[src/rtl/sram_fifo_pkg.sv]
// Shared constants and helpers for the SRAM-backed first-word-fall-through FIFO.
package sram_fifo_pkg;

   localparam int OBUF_DEPTH = 2;

   typedef logic [1:0] obuf_cnt_t;

   // $clog2 returns 0 for 1; an address still needs one bit.
   function automatic int clog2_safe(input int n);
      return (n <= 2) ? 1 : $clog2(n);
   endfunction

endpackage

[src/rtl/sram_1r1w.sv]
// Dual-port SRAM wrapper: one write port, one read port with a registered read (1-cycle latency).
module sram_1r1w #(
   parameter int DATA_W = 32,
   parameter int DEPTH  = 128,
   parameter int ADDR_W = 7
) (
   input  logic              clk_i,
   input  logic              we_i,
   input  logic [ADDR_W-1:0] waddr_i,
   input  logic [DATA_W-1:0] wdata_i,
   input  logic              re_i,
   input  logic [ADDR_W-1:0] raddr_i,
   output logic [DATA_W-1:0] rdata_o
);

   logic [DATA_W-1:0] mem [DEPTH];
   logic [DATA_W-1:0] rdata_q;

   always_ff @(posedge clk_i) begin
      if (we_i) mem[waddr_i] <= wdata_i;
      if (re_i) rdata_q <= mem[raddr_i];
   end

   assign rdata_o = rdata_q;

endmodule

[src/rtl/sram_fwft_fifo_obuf.sv]
// Two-entry output buffer in front of the SRAM; the head register drives rd_data directly.
module fifo_obuf
   import sram_fifo_pkg::*;
#(
   parameter int DATA_W = 32
) (
   input  logic              clk_i,
   input  logic              rst_i,
   input  logic              flush_i,
   input  logic              push_i,
   input  logic [DATA_W-1:0] data_i,
   input  logic              pop_i,
   output obuf_cnt_t         cnt_o,
   output logic [DATA_W-1:0] head_o
);

   obuf_cnt_t         cnt_q, cnt_d;
   logic [DATA_W-1:0] head_q, head_d;
   logic [DATA_W-1:0] tail_q, tail_d;

   always_comb begin
      cnt_d  = cnt_q;
      head_d = head_q;
      tail_d = tail_q;
      if (flush_i) begin
         cnt_d = '0;
      end else begin
         case ({push_i, pop_i})
            2'b10: begin
               if (cnt_q == 2'd0) head_d = data_i;
               else               tail_d = data_i;
               cnt_d = cnt_q + 2'd1;
            end
            2'b01: begin
               head_d = tail_q;
               cnt_d  = cnt_q - 2'd1;
            end
            2'b11: begin
               if (cnt_q == 2'd1) begin
                  head_d = data_i;
               end else begin
                  head_d = tail_q;
                  tail_d = data_i;
               end
            end
            default: ;
         endcase
      end
   end

   always_ff @(posedge clk_i) begin
      if (rst_i) begin
         cnt_q  <= '0;
         head_q <= '0;
         tail_q <= '0;
      end else begin
         cnt_q  <= cnt_d;
         head_q <= head_d;
         tail_q <= tail_d;
      end
   end

   assign cnt_o  = cnt_q;
   assign head_o = head_q;

endmodule

[src/rtl/sram_fwft_fifo.sv]
// Deep FIFO on a 1R1W SRAM with a 2-entry prefetch buffer giving first-word-fall-through output.
module sram_fwft_fifo
   import sram_fifo_pkg::*;
#(
   parameter int DATA_W    = 32,
   parameter int DEPTH     = 128,
   parameter int AF_THRESH = DEPTH - 2,
   parameter int AE_THRESH = 2,
   parameter int LVL_W     = $clog2(DEPTH + 3)
) (
   input  logic              clk,
   input  logic              rst,
   input  logic              flush,
   input  logic              wr_valid,
   output logic              wr_ready,
   input  logic [DATA_W-1:0] wr_data,
   output logic              rd_valid,
   input  logic              rd_ready,
   output logic [DATA_W-1:0] rd_data,
   output logic [LVL_W-1:0]  level,
   output logic              almost_full,
   output logic              almost_empty
);

   localparam int PTR_W = clog2_safe(DEPTH);
   typedef logic [PTR_W-1:0] ptr_t;
   localparam ptr_t PTR_LAST = ptr_t'(DEPTH - 1);

   function automatic ptr_t next_ptr(input ptr_t p);
      return (p == PTR_LAST) ? '0 : p + ptr_t'(1);
   endfunction

   ptr_t              wptr_q, wptr_d;
   ptr_t              rptr_q, rptr_d;
   logic [LVL_W-1:0]  sram_cnt_q, sram_cnt_d;
   logic              inflight_q, inflight_d;
   obuf_cnt_t         obuf_cnt;
   logic [DATA_W-1:0] sram_rdata;
   logic              wr_acc, rd_issue, pop, push;
   logic [2:0]        occ;

   assign wr_ready = ~rst & (sram_cnt_q < LVL_W'(DEPTH));
   assign wr_acc   = wr_valid & wr_ready & ~flush;
   assign rd_valid = (obuf_cnt != 2'd0);
   assign pop      = rd_valid & rd_ready;
   assign occ      = {2'b00, inflight_q} + {1'b0, obuf_cnt};
   // Issue when the returning word will find a free slot, crediting this cycle's pop so streaming has no bubbles.
   assign rd_issue = (sram_cnt_q != '0) & (occ < (3'd2 + {2'b00, pop})) & ~flush;
   assign push     = inflight_q & ~flush;

   always_comb begin
      wptr_d     = wptr_q;
      rptr_d     = rptr_q;
      sram_cnt_d = sram_cnt_q + LVL_W'(wr_acc) - LVL_W'(rd_issue);
      inflight_d = rd_issue;
      if (wr_acc)   wptr_d = next_ptr(wptr_q);
      if (rd_issue) rptr_d = next_ptr(rptr_q);
   end

   always_ff @(posedge clk) begin
      if (rst || flush) begin
         wptr_q     <= '0;
         rptr_q     <= '0;
         sram_cnt_q <= '0;
         inflight_q <= 1'b0;
      end else begin
         wptr_q     <= wptr_d;
         rptr_q     <= rptr_d;
         sram_cnt_q <= sram_cnt_d;
         inflight_q <= inflight_d;
      end
   end

   sram_1r1w #(
      .DATA_W(DATA_W),
      .DEPTH (DEPTH),
      .ADDR_W(PTR_W)
   ) u_sram (
      .clk_i  (clk),
      .we_i   (wr_acc),
      .waddr_i(wptr_q),
      .wdata_i(wr_data),
      .re_i   (rd_issue),
      .raddr_i(rptr_q),
      .rdata_o(sram_rdata)
   );

   fifo_obuf #(
      .DATA_W(DATA_W)
   ) u_obuf (
      .clk_i  (clk),
      .rst_i  (rst),
      .flush_i(flush),
      .push_i (push),
      .data_i (sram_rdata),
      .pop_i  (pop),
      .cnt_o  (obuf_cnt),
      .head_o (rd_data)
   );

   assign level        = sram_cnt_q + LVL_W'(inflight_q) + LVL_W'(obuf_cnt);
   assign almost_full  = (level >= LVL_W'(AF_THRESH));
   assign almost_empty = (level <= LVL_W'(AE_THRESH));

endmodule
[config.mk]
export PLATFORM = sky130hd
export DESIGN_NAME = sram_fwft_fifo
export DESIGN_NICKNAME = d
export VERILOG_FILES = /design/src/rtl/sram_fifo_pkg.sv /design/src/rtl/sram_1r1w.sv /design/src/rtl/sram_fwft_fifo_obuf.sv /design/src/rtl/sram_fwft_fifo.sv
export SDC_FILE = /design/constraint.sdc
export NUM_CORES = 2
export LEC_CHECK = 0
export ABC_AREA = 0
export CAP_MARGIN = 20
export CORE_MARGIN = 2
export CORE_UTILIZATION = 52
export DETAILED_ROUTE_END_ITERATION = 8
export GPL_TIMING_DRIVEN = 0
export MAX_ROUTING_LAYER = met4
export PLACE_DENSITY_LB_ADDON = 0.05
export SLEW_MARGIN = 20
export SYNTH_ARGS = -nofsm -noshare
export SYNTH_HDL_FRONTEND = slang
export SYNTH_SLANG_ARGS = --single-unit
[constraint.sdc]
create_clock -name clk -period 5.6 [get_ports clk]
set_clock_uncertainty 0.2 [all_clocks]
set_input_delay 0.84 -clock clk [delete_from_list [all_inputs] [get_ports clk]]
set_output_delay 0.84 -clock clk [all_outputs]
set_load 0.1 [all_outputs]
==> metrics.txt <==
fraction of layout cells with a size suffix above 1 25.19%; most frequent cell on the critical path sky130_fd_sc_hd__clkbuf_1; combinational cell fraction of total power 11.7%; cells along the critical path buf_2, nor2b_1, clkbuf_1, clkbuf_1, a22oi_1, a211oi_1, o32a_1; cell type of the slowest stage on the worst timing path sky130_fd_sc_hd__a211oi_1; adder and majority gate portion of the synthesized area 0.2295%; total setup violations reported at the end of the flow 16; standard-cell row count 205; CTS clk-pin slew, worst paths roughly 70 ps; sequential cell fraction of total power around half; failing checks setup timing; mean routed wirelength per cell around 47 µm; number of iterations in the first detailed-routing pass 7; Final Hold Violating Endpoints 0; most common cell after layout, fill and taps aside sky130_fd_sc_hd__edfxtp_1; simple-gate portion of the synthesized area 1.514%; CTS root buf sky130_fd_sc_hd__clkbuf_16; share of flip-flops with an asynchronous set or reset 0%; internal power contribution 0.05444 W; shortest period the worst path allows 5890 ps; HPWL reported at the end of detailed placement approximately 430 mm; Max rail drop VDD ~0.31 mV; port bufs 80; stage delay of the slowest cell on the critical path 1150 ps; largest net degree at the start of global routing 91; fraction of power consumed by the clock network 40.1%; combinational family with the most area after synthesis multiplexers; most used cells in the layout excluding fill and tap cells sky130_fd_sc_hd__edfxtp_1, sky130_fd_sc_hd__mux2i_1, sky130_fd_sc_hd__mux4_2, sky130_fd_sc_hd__clkbuf_16, sky130_fd_sc_hd__a22oi_1; YS warnings 0; Slew Viols, Final 0; part of the Yosys area used for sequential elements 77.40%; maximum level of the CTS H-tree 5; RSZ-0062 raised after global routing false; Syn-to-layout area delta 17.41%; cell count after synthesis 7835; most area-consuming cells after synthesis sky130_fd_sc_hd__edfxtp_1, sky130_fd_sc_hd__mux4_2, sky130_fd_sc_hd__mux2i_1; reported net switching power ~0.018 W; dpl cell area between 150000 and 200000 µm²; worst path required time 6170 ps; IO Count between 80 and 90; post-synth net total 7900; post-route standard cell area excluding fillers 190700 µm²; CTS max path bufs 4; area taken by flip-flops and latches 125700 µm²; netlist area before placement between 150000 and 200000 µm²; biggest area consumer among synthesized cells sky130_fd_sc_hd__edfxtp_1; worst min-delay path category in2reg; Worst Setup Path Type reg2reg; period utilization 105.2%; area of the core 311400 µm²; Vias/cell between 6 and 7; Fillers 22100; global-route wire length before repair 800.9 mm; number of placed instances with taps included 12370; Top delay family on crit path buffers and inverters; Avg Inst Size Synth 20.73 µm²; endpoint type of the worst setup path register; top_reg_cell synth sky130_fd_sc_hd__edfxtp_1; combined buffer and inverter count along the critical path 3; XOR/XNOR Fraction of Synth Area 0.1024%; arrival time at the worst endpoint 6460 ps; area of the multi-input gates 35250 µm²; crit path launch type register; width of the die 562.9 µm; clock net sink count 4217; aggregate negative setup slack -2078 ps; Final Instance Count excl. Fillers 13210; placer's final routability congestion estimate 0.9955; Lkg Pwr a little under 60 nW; via count of the routed design 92260; 1st-iter DRT viols 18140; starting density of the core 52.17%; CTS tree done; normalized max-slew margin a little under a tenth; Final WS setup -290.1 ps; peak clock frequency supported by timing roughly 0.17 GHz; post-synth cell types 65; count of hold-fix buffers inserted at cts 0; clock latency at the later pin of the worst-skew pair 1000 ps; Worst Setup Slack post-DPL -257.3 ps; crit-path max FO 11; Power per Cell Area 381.1 nW/µm²; compound-gate portion of the synthesized area under 10%; combined global-route utilization of all metal layers 39.93%; number of flops mapped to enable cells by yosys just over 4000; Synth top area share about three quarters; initial antenna violation count 77; area of the die 316900 µm²; count of nets left with antenna violations after detail routing 0; global route total overflow 0; #FFs+latches synth roughly 4200; routed wire length between 600 and 700 mm; switching share of total power approximately 25%; via count of the first global-routing pass about 87000; Die Ht between 500 and 600 µm; DRC violation count after routing 0; result of the run finished, violations left; actual transition at the worst max-transition pin 1346 ps; Final #Nets 8732; cts bufs inserted 432; max-capacitance violation count 0; fraction of synthesized area in multiplexers roughly 15%
-- Yosys cell counts (all sizes together), types with 11 or more instances --
cell type / instances
nor3: 30
o21ai: 85
a31oi: 15
edfxtp: 4128
buf: 286
mux2i: 693
o221ai: 59
a22o: 52
nand4: 13
clkbuf: 174
o32a: 23
o2111ai: 18
a211oi: 91
a221oi: 47
mux4: 689
ha: 25
o211ai: 24
xnor2: 11
nor2b: 15
mux2: 99
inv: 28
nor2: 221
a2111oi: 43
a21boi: 40
a22oi: 252
nand3: 62
a21oi: 176
nand2: 181
dfxtp: 89
o22ai: 75
-- worst paths after layout --
| kind | start | cells after the start | slack [ps] | endpoint |
|---|---|---|---|---|
| worst max register to register | rptr_q[3] | 7 | -290 | u_sram.rdata_o[29] |
| worst min-delay path | wr_data[17] | 1 | 50 | u_sram.mem[98][17] |
| worst max-delay path | rptr_q[3] | 7 | -290 | u_sram.rdata_o[29] |
| worst min register to register | u_obuf.tail_q[14] | 2 | 260 | u_obuf.tail_q[14] |
-- power by group through the flow --
stage          Combinational [W]  Sequential (W)  Clock [W]
3_5_place_dp             0.00827          0.0357          0
6_report                 0.00847          0.0351     0.0291
4_1_cts                  0.00828          0.0351     0.0291
2_1_floorplan            0.00421          0.0360          0
3_3_place_gp             0.00799          0.0360          0
5_1_grt                  0.00857          0.0351     0.0304
-- routing by layer --
layer	GRT usage [%]	share of wire (%)	vias to the layer above
met5	-	0	-
met4	23.00	7.3	0
met3	13.26	14	1464
met2	55.32	43	7433
met1	51.77	36	48770
li1	-	-	34590
-- timing repair --
action                                  in CTS  in global routing
gates resized for setup                      4                  4
setup buffers                                3                  0
endpoints found under the setup margin       8                  3
pin swaps                                    1                  0
-- state kept, by name, indices dropped and copies added, names as in the netlist --
signal          count
inflight_q          1
u_obuf.tail_q      32
u_obuf.cnt_o        2
u_obuf.head_o      32
sram_cnt_q          8
wptr_q              7
u_sram.rdata_o     32
rptr_q              7
u_sram.mem       4096
-- cell type report --
type,instances,area share (%)
flip-flops and latches,4217,65.92
clock buffers,555,6.063
multi-input cells,3129,18.48
well taps,4140,2.716
repair buffers,399,3.977
diodes,47,0.06166
inverters,29,0.05707
clock inverters,237,1.320
plain buffers,459,1.401
-- logic make-up after synthesis --
group           Yosys count
fa+ha+maj                28
xor+xnor                 19
simple gates            568
compound gates         1033
buf+inv                 489
flops                  4217
mux                    1481
-- metrics by stage --
stage	total power [W]	hold WS [ps]	util, %
after floorplan	0.04023	236.0	-
after global placement	0.04396	243.7	54.09
after detailed placement	0.04401	247.3	56.66
after CTS	0.07249	40.64	61.19
after global routing	0.07401	66.17	61.24
final	0.07269	47.63	61.25
Power figures use the tool's default switching activity.
